===== src/rtl/jump_game_ctrl_pkg.sv =====
// Shared encodings and BCD helpers for the press-to-jump game controller.
package jump_game_ctrl_pkg;

    localparam logic [2:0] ST_IDLE   = 3'd0;
    localparam logic [2:0] ST_CHARGE = 3'd1;
    localparam logic [2:0] ST_FLIGHT = 3'd2;
    localparam logic [2:0] ST_LAND   = 3'd3;
    localparam logic [2:0] ST_OVER   = 3'd4;

    localparam logic [3:0]  BCD_DIGIT_MAX = 4'd9;
    localparam logic [15:0] SCORE_MAX     = 16'h9999;

    typedef logic [3:0] bcd_digit_t;

    typedef struct packed {
        bcd_digit_t d3;
        bcd_digit_t d2;
        bcd_digit_t d1;
        bcd_digit_t d0;
    } bcd_score_t;

    function automatic bcd_digit_t clampDigit(input logic [3:0] value);
        return (value > BCD_DIGIT_MAX) ? BCD_DIGIT_MAX : value;
    endfunction

endpackage


===== src/rtl/jump_game_ctrl_bcd_add4.sv =====
// Adds one binary point value (clamped to a single decimal digit) to a
// 4-digit BCD score, saturating at 9999 instead of wrapping.
module bcd_add4
    import jump_game_ctrl_pkg::*;
(
    input  logic [15:0] i_bcd,
    input  logic [3:0]  i_digit,
    output logic [15:0] o_sum
);

    logic [4:0]  w_acc;
    logic        w_carry;
    logic [15:0] w_raw;

    // Ripple the decimal carry digit by digit; a carry out of the top digit means overflow.
    always_comb begin
        w_acc   = 5'd0;
        w_carry = 1'b0;
        w_raw   = 16'h0000;
        for (int i = 0; i < 4; i++) begin
            w_acc = {1'b0, i_bcd[i*4 +: 4]} + {4'b0000, w_carry};
            if (i == 0) begin
                w_acc = w_acc + {1'b0, clampDigit(i_digit)};
            end
            if (w_acc > 5'd9) begin
                w_raw[i*4 +: 4] = 4'(w_acc - 5'd10);
                w_carry         = 1'b1;
            end else begin
                w_raw[i*4 +: 4] = w_acc[3:0];
                w_carry         = 1'b0;
            end
        end
        o_sum = w_carry ? SCORE_MAX : w_raw;
    end

endmodule


===== src/rtl/jump_game_ctrl.sv =====
// Jump sequencer: charge on key hold, step the flight once per frame,
// collect the landing result, keep the BCD score and handle game-over restart.
module jump_game_ctrl
    import jump_game_ctrl_pkg::*;
#(
    parameter int CHARGE_DIV     = 8,
    parameter int LAND_TIMEOUT   = 1023,
    parameter int RESTART_FRAMES = 60
) (
    input  logic        i_clk,
    input  logic        i_rst,
    input  logic        i_frame_tick,
    input  logic        i_key_down,
    input  logic        i_score_signal,
    input  logic [3:0]  i_get_score,
    input  logic        i_end_game_in,
    output logic        o_is_pressing,
    output logic [3:0]  o_press_time,
    output logic        o_step_en,
    output logic [3:0]  o_flight_left,
    output logic [15:0] o_score_bcd,
    output logic        o_game_over,
    output logic        o_restart_req,
    output logic [2:0]  o_state
);

    localparam int DIV_W = (CHARGE_DIV > 1) ? $clog2(CHARGE_DIV) : 1;
    localparam int TO_W  = $clog2(LAND_TIMEOUT + 1);
    localparam int RS_W  = (RESTART_FRAMES > 1) ? $clog2(RESTART_FRAMES) : 1;

    localparam logic [DIV_W-1:0] DIV_LAST = DIV_W'(CHARGE_DIV - 1);
    localparam logic [TO_W-1:0]  TO_LAST  = TO_W'(LAND_TIMEOUT);
    localparam logic [RS_W-1:0]  RS_LAST  = RS_W'(RESTART_FRAMES - 1);

    logic [2:0]       r_state;
    logic             r_key_prev;
    logic [3:0]       r_press_time;
    logic [DIV_W-1:0] r_div;
    logic [3:0]       r_flight_left;
    logic [TO_W-1:0]  r_timeout;
    logic [RS_W-1:0]  r_restart_cnt;
    logic             r_step_en;
    logic             r_restart_req;
    logic [15:0]      r_score;

    logic             w_key_rise;
    logic [15:0]      w_score_next;

    assign w_key_rise = i_key_down & ~r_key_prev;

    bcd_add4 u_bcd_add4 (
        .i_bcd   (r_score),
        .i_digit (i_get_score),
        .o_sum   (w_score_next)
    );

    // The edge register resets high so a key held through reset never looks like a fresh press.
    always_ff @(posedge i_clk or posedge i_rst) begin
        if (i_rst) begin
            r_state       <= ST_IDLE;
            r_key_prev    <= 1'b1;
            r_press_time  <= 4'd0;
            r_div         <= '0;
            r_flight_left <= 4'd0;
            r_timeout     <= '0;
            r_restart_cnt <= '0;
            r_step_en     <= 1'b0;
            r_restart_req <= 1'b0;
            r_score       <= 16'h0000;
        end else begin
            r_key_prev    <= i_key_down;
            r_step_en     <= 1'b0;
            r_restart_req <= 1'b0;
            case (r_state)
                ST_IDLE: begin
                    if (w_key_rise) begin
                        r_state      <= ST_CHARGE;
                        r_press_time <= 4'd0;
                        r_div        <= '0;
                    end
                end
                ST_CHARGE: begin
                    // Release is checked first so a coincident tick is dropped.
                    if (!i_key_down) begin
                        if (r_press_time == 4'd0) begin
                            r_state <= ST_IDLE;
                        end else begin
                            r_state       <= ST_FLIGHT;
                            r_flight_left <= r_press_time;
                        end
                    end else if (i_frame_tick) begin
                        if (r_div == DIV_LAST) begin
                            r_div <= '0;
                            if (r_press_time != 4'd15) begin
                                r_press_time <= r_press_time + 4'd1;
                            end
                        end else begin
                            r_div <= r_div + DIV_W'(1);
                        end
                    end
                end
                ST_FLIGHT: begin
                    if (i_frame_tick) begin
                        r_step_en     <= 1'b1;
                        r_flight_left <= r_flight_left - 4'd1;
                        if (r_flight_left == 4'd1) begin
                            r_state   <= ST_LAND;
                            r_timeout <= '0;
                        end
                    end
                end
                ST_LAND: begin
                    if (i_end_game_in) begin
                        r_state       <= ST_OVER;
                        r_restart_cnt <= '0;
                    end else if (i_score_signal) begin
                        r_score <= w_score_next;
                        r_state <= ST_IDLE;
                    end else if (r_timeout == TO_LAST) begin
                        r_state <= ST_IDLE;
                    end else begin
                        r_timeout <= r_timeout + TO_W'(1);
                    end
                end
                ST_OVER: begin
                    if (!i_key_down) begin
                        r_restart_cnt <= '0;
                    end else if (i_frame_tick) begin
                        if (r_restart_cnt == RS_LAST) begin
                            r_restart_cnt <= '0;
                            r_restart_req <= 1'b1;
                            r_score       <= 16'h0000;
                            r_state       <= ST_IDLE;
                        end else begin
                            r_restart_cnt <= r_restart_cnt + RS_W'(1);
                        end
                    end
                end
                default: begin
                    r_state <= ST_IDLE;
                end
            endcase
        end
    end

    assign o_is_pressing = (r_state == ST_CHARGE);
    assign o_game_over   = (r_state == ST_OVER);
    assign o_press_time  = r_press_time;
    assign o_step_en     = r_step_en;
    assign o_flight_left = r_flight_left;
    assign o_score_bcd   = r_score;
    assign o_restart_req = r_restart_req;
    assign o_state       = r_state;

endmodule


===== config.mk =====
export PLATFORM = sky130hd
export DESIGN_NAME = jump_game_ctrl
export DESIGN_NICKNAME = d
export VERILOG_FILES = /design/src/rtl/jump_game_ctrl_pkg.sv /design/src/rtl/jump_game_ctrl_bcd_add4.sv /design/src/rtl/jump_game_ctrl.sv
export SDC_FILE = /design/constraint.sdc
export NUM_CORES = 1
export LEC_CHECK = 0
export CORE_AREA = 2 2 77 79
export CTS_CLUSTER_SIZE = 28
export DETAILED_ROUTE_END_ITERATION = 8
export DIE_AREA = 0 0 79 81
export PLACE_DENSITY = 0.93
export SLEW_MARGIN = 20
export SYNTH_ARGS = -nofsm -noshare
export SYNTH_HDL_FRONTEND = slang
export SYNTH_SLANG_ARGS = --single-unit

===== constraint.sdc =====
create_clock -name i_clk -period 13.94 [get_ports i_clk]
set_input_delay 2.788 -clock i_clk [delete_from_list [all_inputs] [get_ports i_clk]]
set_output_delay 2.788 -clock i_clk [all_outputs]
set_load 0.02 [all_outputs]

==> results.json, run 1 <==
{
  "status": "finished clean",
  "skew_ns": 0.0112,
  "final_util": 0.665,
  "post_cts_resized": 0,
  "fp-row-count": 28,
  "first_pass_iters": 4,
  "synth-async-reset-ratio": 1.00,
  "critPathLaunchType": "input pin",
  "worstReg2RegEnd": "o_score_bcd[1]$_DFFE_PP0P_",
  "syn_to_final_growth_pct": 15.5,
  "num_vias": 2777,
  "grt_max_degree": 50,
  "cp_num_buf_inv": 4,
  "hold_viol": 0,
  "ctsRootBufferMaster": "clkbuf_8",
  "worstMarginPinSlew_ns": 0.843,
  "synth_area_leaders": "dfrtp_1, ha_1, o21ai_0, nand2_1, xnor2_1",
  "yosys_warnings": 0,
  "clock_path_buffers": 2,
  "synthDominantCellAreaShare": 0.368,
  "setup_tns_ns": 0,
  "worstPathArrival_ns": 8.98,
  "grt_pass1_vias": 2555,
  "synth_ff_type": "dfrtp_1",
  "end_kind": "flip-flop",
  "core_area_sq_um": 5680,
  "timing.final.ws_setup_ns": 5.16,
  "hold_class": "flip-flop to flip-flop",
  "r2r_slack_ns": 7.95,
  "drc": 0,
  "cts_tree": "yes",
  "cts.sinks": 49,
  "holdCritStartpoint": "r_timeout[8]$_DFFE_PP0P_",
  "drv_cap": 0,
  "layout.nets": 417,
  "ir_drop_mv": 0.0608,
  "critical-path-slowest-cell": "a21oi_1",
  "ys_seq_area_frac": 0.376,
  "final_antenna_net_count": 0,
  "syn_avg_cell_area_sq_um": 9.23,
  "antenna_found_initial": 0,
  "vias_per_cell": 6.04,
  "worstPathRequired_ns": 14.15,
  "reg2regPathDepth": 22,
  "grt_pass1_wl_um": 11500,
  "rsz0062_at_grt": "false",
  "totalWireLength_um": 6990,
  "final-setup-viol-count": 0,
  "wl_per_cell_um": 15.2,
  "drv_slew": 0,
  "grt-ovfl-total": 0,
  "reg2reg_from": "o_score_bcd[1]$_DFFE_PP0P_",
  "synth.distinct_cells": 62,
  "whs_ns": 0.518,
  "initial_core_util": 0.576,
  "die_area_sq_um": 6400,
  "fin_crit_sh": 0.630,
  "cp_top_family": "compound AO/OA/AOI/OAI gates",
  "n_antenna_cell": 0,
  "min_period_ns": 8.78,
  "crit_path_frequent_cell": "ha_1",
  "hpwlAfterDp_um": 5140,
  "syn_area_sq_um": 3270,
  "cts.clk_slew.worst_paths_ns": 0.09,
  "postSynthCellCount": 354,
  "hold_path_depth": 1,
  "ys_ff_latch": 49,
  "chipWidth_um": 79,
  "cts_setup_buffers": 0,
  "cts_buffers": 5,
  "io_pins": 41,
  "hold_buffers": 0,
  "clk_latency_ns": 0.31,
  "port_buffers": 40,
  "max_slew_margin": 0.437,
  "synth_top_cell_by_area": "dfrtp_1",
  "power.leakage_nw": 1.67,
  "cpPeakStageDelay_ns": 0.56,
  "synth_edf_count": 0,
  "drive_gt1_frac": 0.0545,
  "fp.dieH_um": 81,
  "worstHoldEndpoint": "r_timeout[8]$_DFFE_PP0P_",
  "power.total_uw": 248,
  "routabilityCongestion": 0.856,
  "drt_iter0_drc": 208,
  "place_ws_ns": 4.92,
  "crit_fanout": 9,
  "critPathKind": "input pin to flip-flop",
  "pwr_density_cell_nw_per_um2": 65.6,
  "htreeDepth": 2,
  "synth_fp_nets": 386,
  "globalRouteTotalUtil": 0.225,
  "max_freq_mhz": 114
}
## cells in the mapped netlist (all sizes together), types with 2 or more instances
cell and number:
a22o 7, nor2b 5, a32o 5, mux2 2, o21ai 36, dfrtp 48, nor3 6, nor3b 3
a21o 5, o21a 6, and4 2, o211ai 7, o32a 2, nand3 15, xor2 6, buf 9
and2 5, nand2b 6, or4 5, and4bb 2, mux2i 3, nand4 3, xnor2 9, nand2 35
a311oi 2, or3 2, o31ai 4, clkbuf 7, or3b 4, and3 4, a21boi 2, a211o 2
nor2 20, nor4b 2, ha 21, a21oi 15, inv 19, o21bai 2
## layout by cell type, fill, tap and decap left out, types with 4 or more instances in the layout
master / n
nand2_1: 35
a32o_1: 5
o31ai_1: 4
nor2b_1: 5
nand3_1: 15
o21a_1: 6
nor3_1: 6
xnor2_1: 9
a21o_1: 5
o211ai_1: 6
clkbuf_8: 6
a21oi_1: 15
o21ai_0: 35
ha_1: 21
and2_1: 5
xor2_1: 6
nor2_1: 18
nand2b_1: 6
or4_1: 5
and3_1: 4
inv_1: 18
dfrtp_1: 48
a22o_1: 7
clkdlybuf4s50_1: 40
## flip-flops by register name (all words and copies together) (netlist names)
| signal | cells |
|---|---|
| r_restart_cnt | 6 |
| o_flight_left | 4 |
| r_div | 3 |
| r_key_prev | 1 |
| r_timeout | 10 |
| o_step_en | 1 |
| o_press_time | 4 |
| o_state | 3 |
| o_restart_req | 1 |
| o_score_bcd | 16 |
## worst reg2reg max path, stage by stage, from the launching register on
cell and delay, ns:
dfrtp_1 0.43, ha_1 0.32, a21o_1 0.18, a21oi_1 0.17, xor2_1 0.43, o21ai_0 0.17
ha_1 0.24, ha_1 0.36, inv_1 0.14, a211o_1 0.27, a21oi_1 0.24, ha_1 0.25
ha_1 0.22, inv_1 0.13, a211o_1 0.27, a21oi_1 0.22, ha_1 0.24, ha_1 0.27
o21a_1 0.16, nor2_1 0.04, a21oi_1 0.56, nor2_1 0.26, a32o_1 0.31
## where the power goes
group	internal (mW)	total, mW	switching, mW
clock network	0.0395	0.0865	0.0470
registers	0.144	0.145	0.00132
logic	0.00661	0.0161	0.00953
total	0.190	0.248	0.0578
## stage by stage
stage                     cell area (sq um)  cells
after floorplan                        3270    354
after global placement                 3680    453
after detailed placement               3680    453
after CTS                              3770    460
after global routing                   3770    460
final                                  3770    460
## worst max-delay path by stage
stage	endpoint	slack, ns	depth (start not counted)	from
after floorplan	o_score_bcd[1]$_DFFE_PP0P_	6.31	25	i_get_score[3]
after global placement	o_score_bcd[1]$_DFFE_PP0P_	5.39	25	i_get_score[3]
after detailed placement	o_score_bcd[1]$_DFFE_PP0P_	4.92	26	i_get_score[3]
after CTS	o_score_bcd[1]$_DFFE_PP0P_	5.25	26	i_get_score[3]
after global routing	o_score_bcd[1]$_DFFE_PP0P_	4.76	26	i_get_score[3]
final	o_score_bcd[1]$_DFFE_PP0P_	5.16	26	i_get_score[3]
## per-layer routing
layer / track usage / wire length (um) / part of all wire
met2: 0.403 / 3580 / 0.51
met1: 0.283 / 3010 / 0.43
met5: 0 / 0 / 0
met3: 0.0389 / 309 / 0.044
met4: 0.0569 / 89 / 0.013
## area by class of cell
class / count / area [sq um]
clock buffers: 7 / 86.3
fillers: 456 / 1900
inverters: 19 / 72.6
multi-input cells: 270 / 1890
flip-flops and latches: 49 / 1230
well taps: 75 / 93.8
repair buffers: 40 / 400
## cell families (layout without fill, tap and decap cells)
family	after synthesis	count (layout)	synth area share
xor+xnor	15	15	0.0402
mux	5	5	0.0172
buf+inv	35	66	0.0459
fa+ha+maj	22	22	0.0865
simple gates	124	124	0.209
compound gates	104	104	0.226
flops	49	49	0.376
No activity file was read; power rests on OpenSTA's default activity.
==> run 2: changes to the inputs <==
--- a/config.mk
+++ b/config.mk
@@ -5,11 +5,11 @@
 export SDC_FILE = /design/constraint.sdc
 export NUM_CORES = 1
 export LEC_CHECK = 0
-export CORE_AREA = 2 2 77 79
+export CORE_AREA = 2 2 84 86
 export CTS_CLUSTER_SIZE = 28
 export DETAILED_ROUTE_END_ITERATION = 8
-export DIE_AREA = 0 0 79 81
-export PLACE_DENSITY = 0.93
+export DIE_AREA = 0 0 86 88
+export PLACE_DENSITY = 0.84
 export SLEW_MARGIN = 20
 export SYNTH_ARGS = -nofsm -noshare
 export SYNTH_HDL_FRONTEND = slang
==> constraint.sdc (replaced) <==
create_clock -name i_clk -period 7.2 [get_ports i_clk]
set_input_delay 1.44 -clock i_clk [delete_from_list [all_inputs] [get_ports i_clk]]
set_output_delay 1.44 -clock i_clk [all_outputs]
set_load 0.02 [all_outputs]
==> run 2 against run 1 <==
Count of clock-buffer cells in the layout shrank 1. Flip-flop and latch count is the same. Clock skew grew 0.0046 ns. First-iteration DRC count grew 5.3%. Power grew 110%. Clock power grew 140%. Sequential power grew 94%. Via count shrank 0.25%. Core utilization shrank 8.4 points. Critical endpoint is now o_score_bcd[7]$_DFFE_PP0P_.
==> results.json, run 2 (synthesis gave the netlist of run 1 again) <==
{
  "crit_path_frequent_cell": "ha_1",
  "min_period_ns": 6.81,
  "htreeDepth": 2,
  "first_pass_iters": 4,
  "clock_path_buffers": 2,
  "pwr_density_cell_nw_per_um2": 135,
  "n_fill_cell": 556,
  "power.total_uw": 522,
  "p_comb_frac": 0.060,
  "setup_tns_ns": 0,
  "switching_share": 0.225,
  "power.leakage_nw": 1.69,
  "fp-row-count": 30,
  "totalWireLength_um": 7100,
  "fp.dieH_um": 88,
  "fin_crit_sh": 0.946,
  "pwr-share-seq": 0.539,
  "largest_register_ffs": 16,
  "worstPathRequired_ns": 7.38,
  "power.internal_uw": 404,
  "io_pins": 41,
  "final_cell_mix": "dfrtp_1, clkdlybuf4s50_1, nand2_1, o21ai_0, ha_1",
  "cts.clk_slew.worst_paths_ns": 0.10,
  "critPathLaunchType": "input pin",
  "drc": 0,
  "num_vias": 2770,
  "antenna_found_initial": 0,
  "grt_max_degree": 50,
  "cts_tree": "yes",
  "grt_pass1_wl_um": 12200,
  "switchingPower_uw": 117,
  "routabilityCongestion": 0.828,
  "clk_latency_ns": 0.32,
  "cts_buffers": 5,
  "critical-path-slowest-cell": "clkdlybuf4s50_1",
  "port_buffers": 40,
  "drive_gt1_frac": 0.0797,
  "critPathKind": "input pin to flip-flop",
  "die_area_sq_um": 7570,
  "end_kind": "flip-flop",
  "final_common_cell": "dfrtp_1",
  "final_antenna_net_count": 0,
  "crit_fanout": 8,
  "grt_pass1_vias": 2630,
  "syn_to_final_growth_pct": 18.1,
  "globalRouteTotalUtil": 0.200,
  "cp_top_family": "adder cells",
  "ir_drop_mv": 0.0793,
  "hold_viol": 0,
  "drv_cap": 0,
  "max_freq_mhz": 147,
  "initial_core_util": 0.492,
  "drt_iter0_drc": 219,
  "drv_slew": 0,
  "max_slew_margin": 0.428,
  "skew_ns": 0.0158,
  "final-setup-viol-count": 0,
  "layout.nets": 420,
  "chipWidth_um": 86,
  "ctsRootBufferMaster": "clkbuf_8",
  "hold_buffers": 0,
  "vias_per_cell": 5.91,
  "worstMarginPinSlew_ns": 0.857,
  "hpwlAfterDp_um": 5060,
  "cp_num_buf_inv": 5,
  "power_frac_clock": 0.402,
  "hold_class": "flip-flop to flip-flop",
  "n_antenna_cell": 0,
  "status": "finished clean",
  "whs_ns": 0.517,
  "place_ws_ns": -0.108,
  "cpPeakStageDelay_ns": 0.52,
  "worstPathArrival_ns": 7.00,
  "grt-ovfl-total": 0,
  "core_area_sq_um": 6640,
  "wl_per_cell_um": 15.1,
  "cts.sinks": 49,
  "timing.final.ws_setup_ns": 0.386
}
-- run 2: cell types whose count changed in the layout (fill, tap and decap cells not counted), sizes merged --
cell and delta:
bufinv +1, clkinvlp +1, clkbuf -1, buf +3
-- run 2: what timing repair did --
| item | CTS | global route |
|---|---|---|
| endpoints found under the setup margin | 0 | 14 |
| buffers inserted | 0 | 0 |
| gates resized for setup | 0 | 6 |
| hold endpoints to repair | 0 | 0 |
-- run 2: worst reg2reg max path: stages (launching register included) --
cell	delay, ns
dfrtp_1	0.39
ha_1	0.18
inv_1	0.05
fa_1	0.42
xor2_2	0.24
and2_1	0.20
o21ai_0	0.09
ha_1	0.22
ha_2	0.38
inv_1	0.12
a211o_1	0.29
a21oi_2	0.18
ha_1	0.22
ha_1	0.22
inv_1	0.13
a211o_1	0.28
a21oi_1	0.22
ha_1	0.25
ha_2	0.30
nand2b_1	0.14
nand4b_1	0.10
a21oi_1	0.10
buf_4	0.18
a311oi_2	0.21
o21ai_0	0.14
-- run 2: per-stage QoR --
stage | util | cell area (sq um) | cells
global route | 0.581 | 3860 | 469
global placement | 0.559 | 3710 | 461
detailed placement | 0.559 | 3710 | 461
CTS | 0.577 | 3830 | 469
finish | 0.581 | 3860 | 469
floorplan | - | 3270 | 354
-- run 2: worst paths after layout --
path / start / end / slack [ns] / cells past startpoint
min in group asynchronous: i_rst / r_div[2]$_DFFE_PP0P_ / 1.59 / 2
worst max register to register: o_score_bcd[0]$_DFFE_PP0P_ / o_score_bcd[7]$_DFFE_PP0P_ / 1.84 / 24
worst min-delay path: r_timeout[8]$_DFFE_PP0P_ / r_timeout[8]$_DFFE_PP0P_ / 0.52 / 1
max in group asynchronous: i_rst / r_timeout[8]$_DFFE_PP0P_ / 5.10 / 2
worst max-delay path: i_get_score[3] / o_score_bcd[7]$_DFFE_PP0P_ / 0.39 / 27
worst min register to register: r_timeout[8]$_DFFE_PP0P_ / r_timeout[8]$_DFFE_PP0P_ / 0.52 / 1
-- run 2: layout make-up --
type                       instances  area (sq um)  area share
clock buffer                       6          82.6      0.0214
clock inverter                     2          37.5     0.00973
sequential                        49          1230       0.318
multi-input combinational        270          1920       0.496
timing repair buffer              43           423       0.110
inverter                          19          72.6      0.0188
tap                               80           100      0.0259
-- run 2: layer usage --
layer / up-vias / GRT usage / wire [um]
li1: 1348 / - / -
met1: 1363 / 0.259 / 3220
met2: 52 / 0.338 / 3550
met3: 7 / 0.0377 / 234
met4: 0 / 0.0707 / 91
met5: - / 0 / 0
-- run 2: power by group through the flow --
stage	Clock (mW)	Sequential [mW]	Combinational, mW
2_1_floorplan	0	0.286	0.0186
3_3_place_gp	0	0.286	0.0306
3_5_place_dp	0	0.286	0.0316
4_1_cts	0.213	0.281	0.0317
5_1_grt	0.224	0.282	0.0357
6_report	0.209	0.281	0.0311
==> run 3: changes to the inputs <==
--- a/config.mk
+++ b/config.mk
@@ -9,6 +9,7 @@
 export CTS_CLUSTER_SIZE = 28
 export DETAILED_ROUTE_END_ITERATION = 8
 export DIE_AREA = 0 0 86 88
+export GPL_ROUTABILITY_DRIVEN = 0
 export PLACE_DENSITY = 0.84
 export SLEW_MARGIN = 20
 export SYNTH_ARGS = -nofsm -noshare
==> results of run 3 <==
The final DEF is identical to that of run 2; final timing and power are the same.
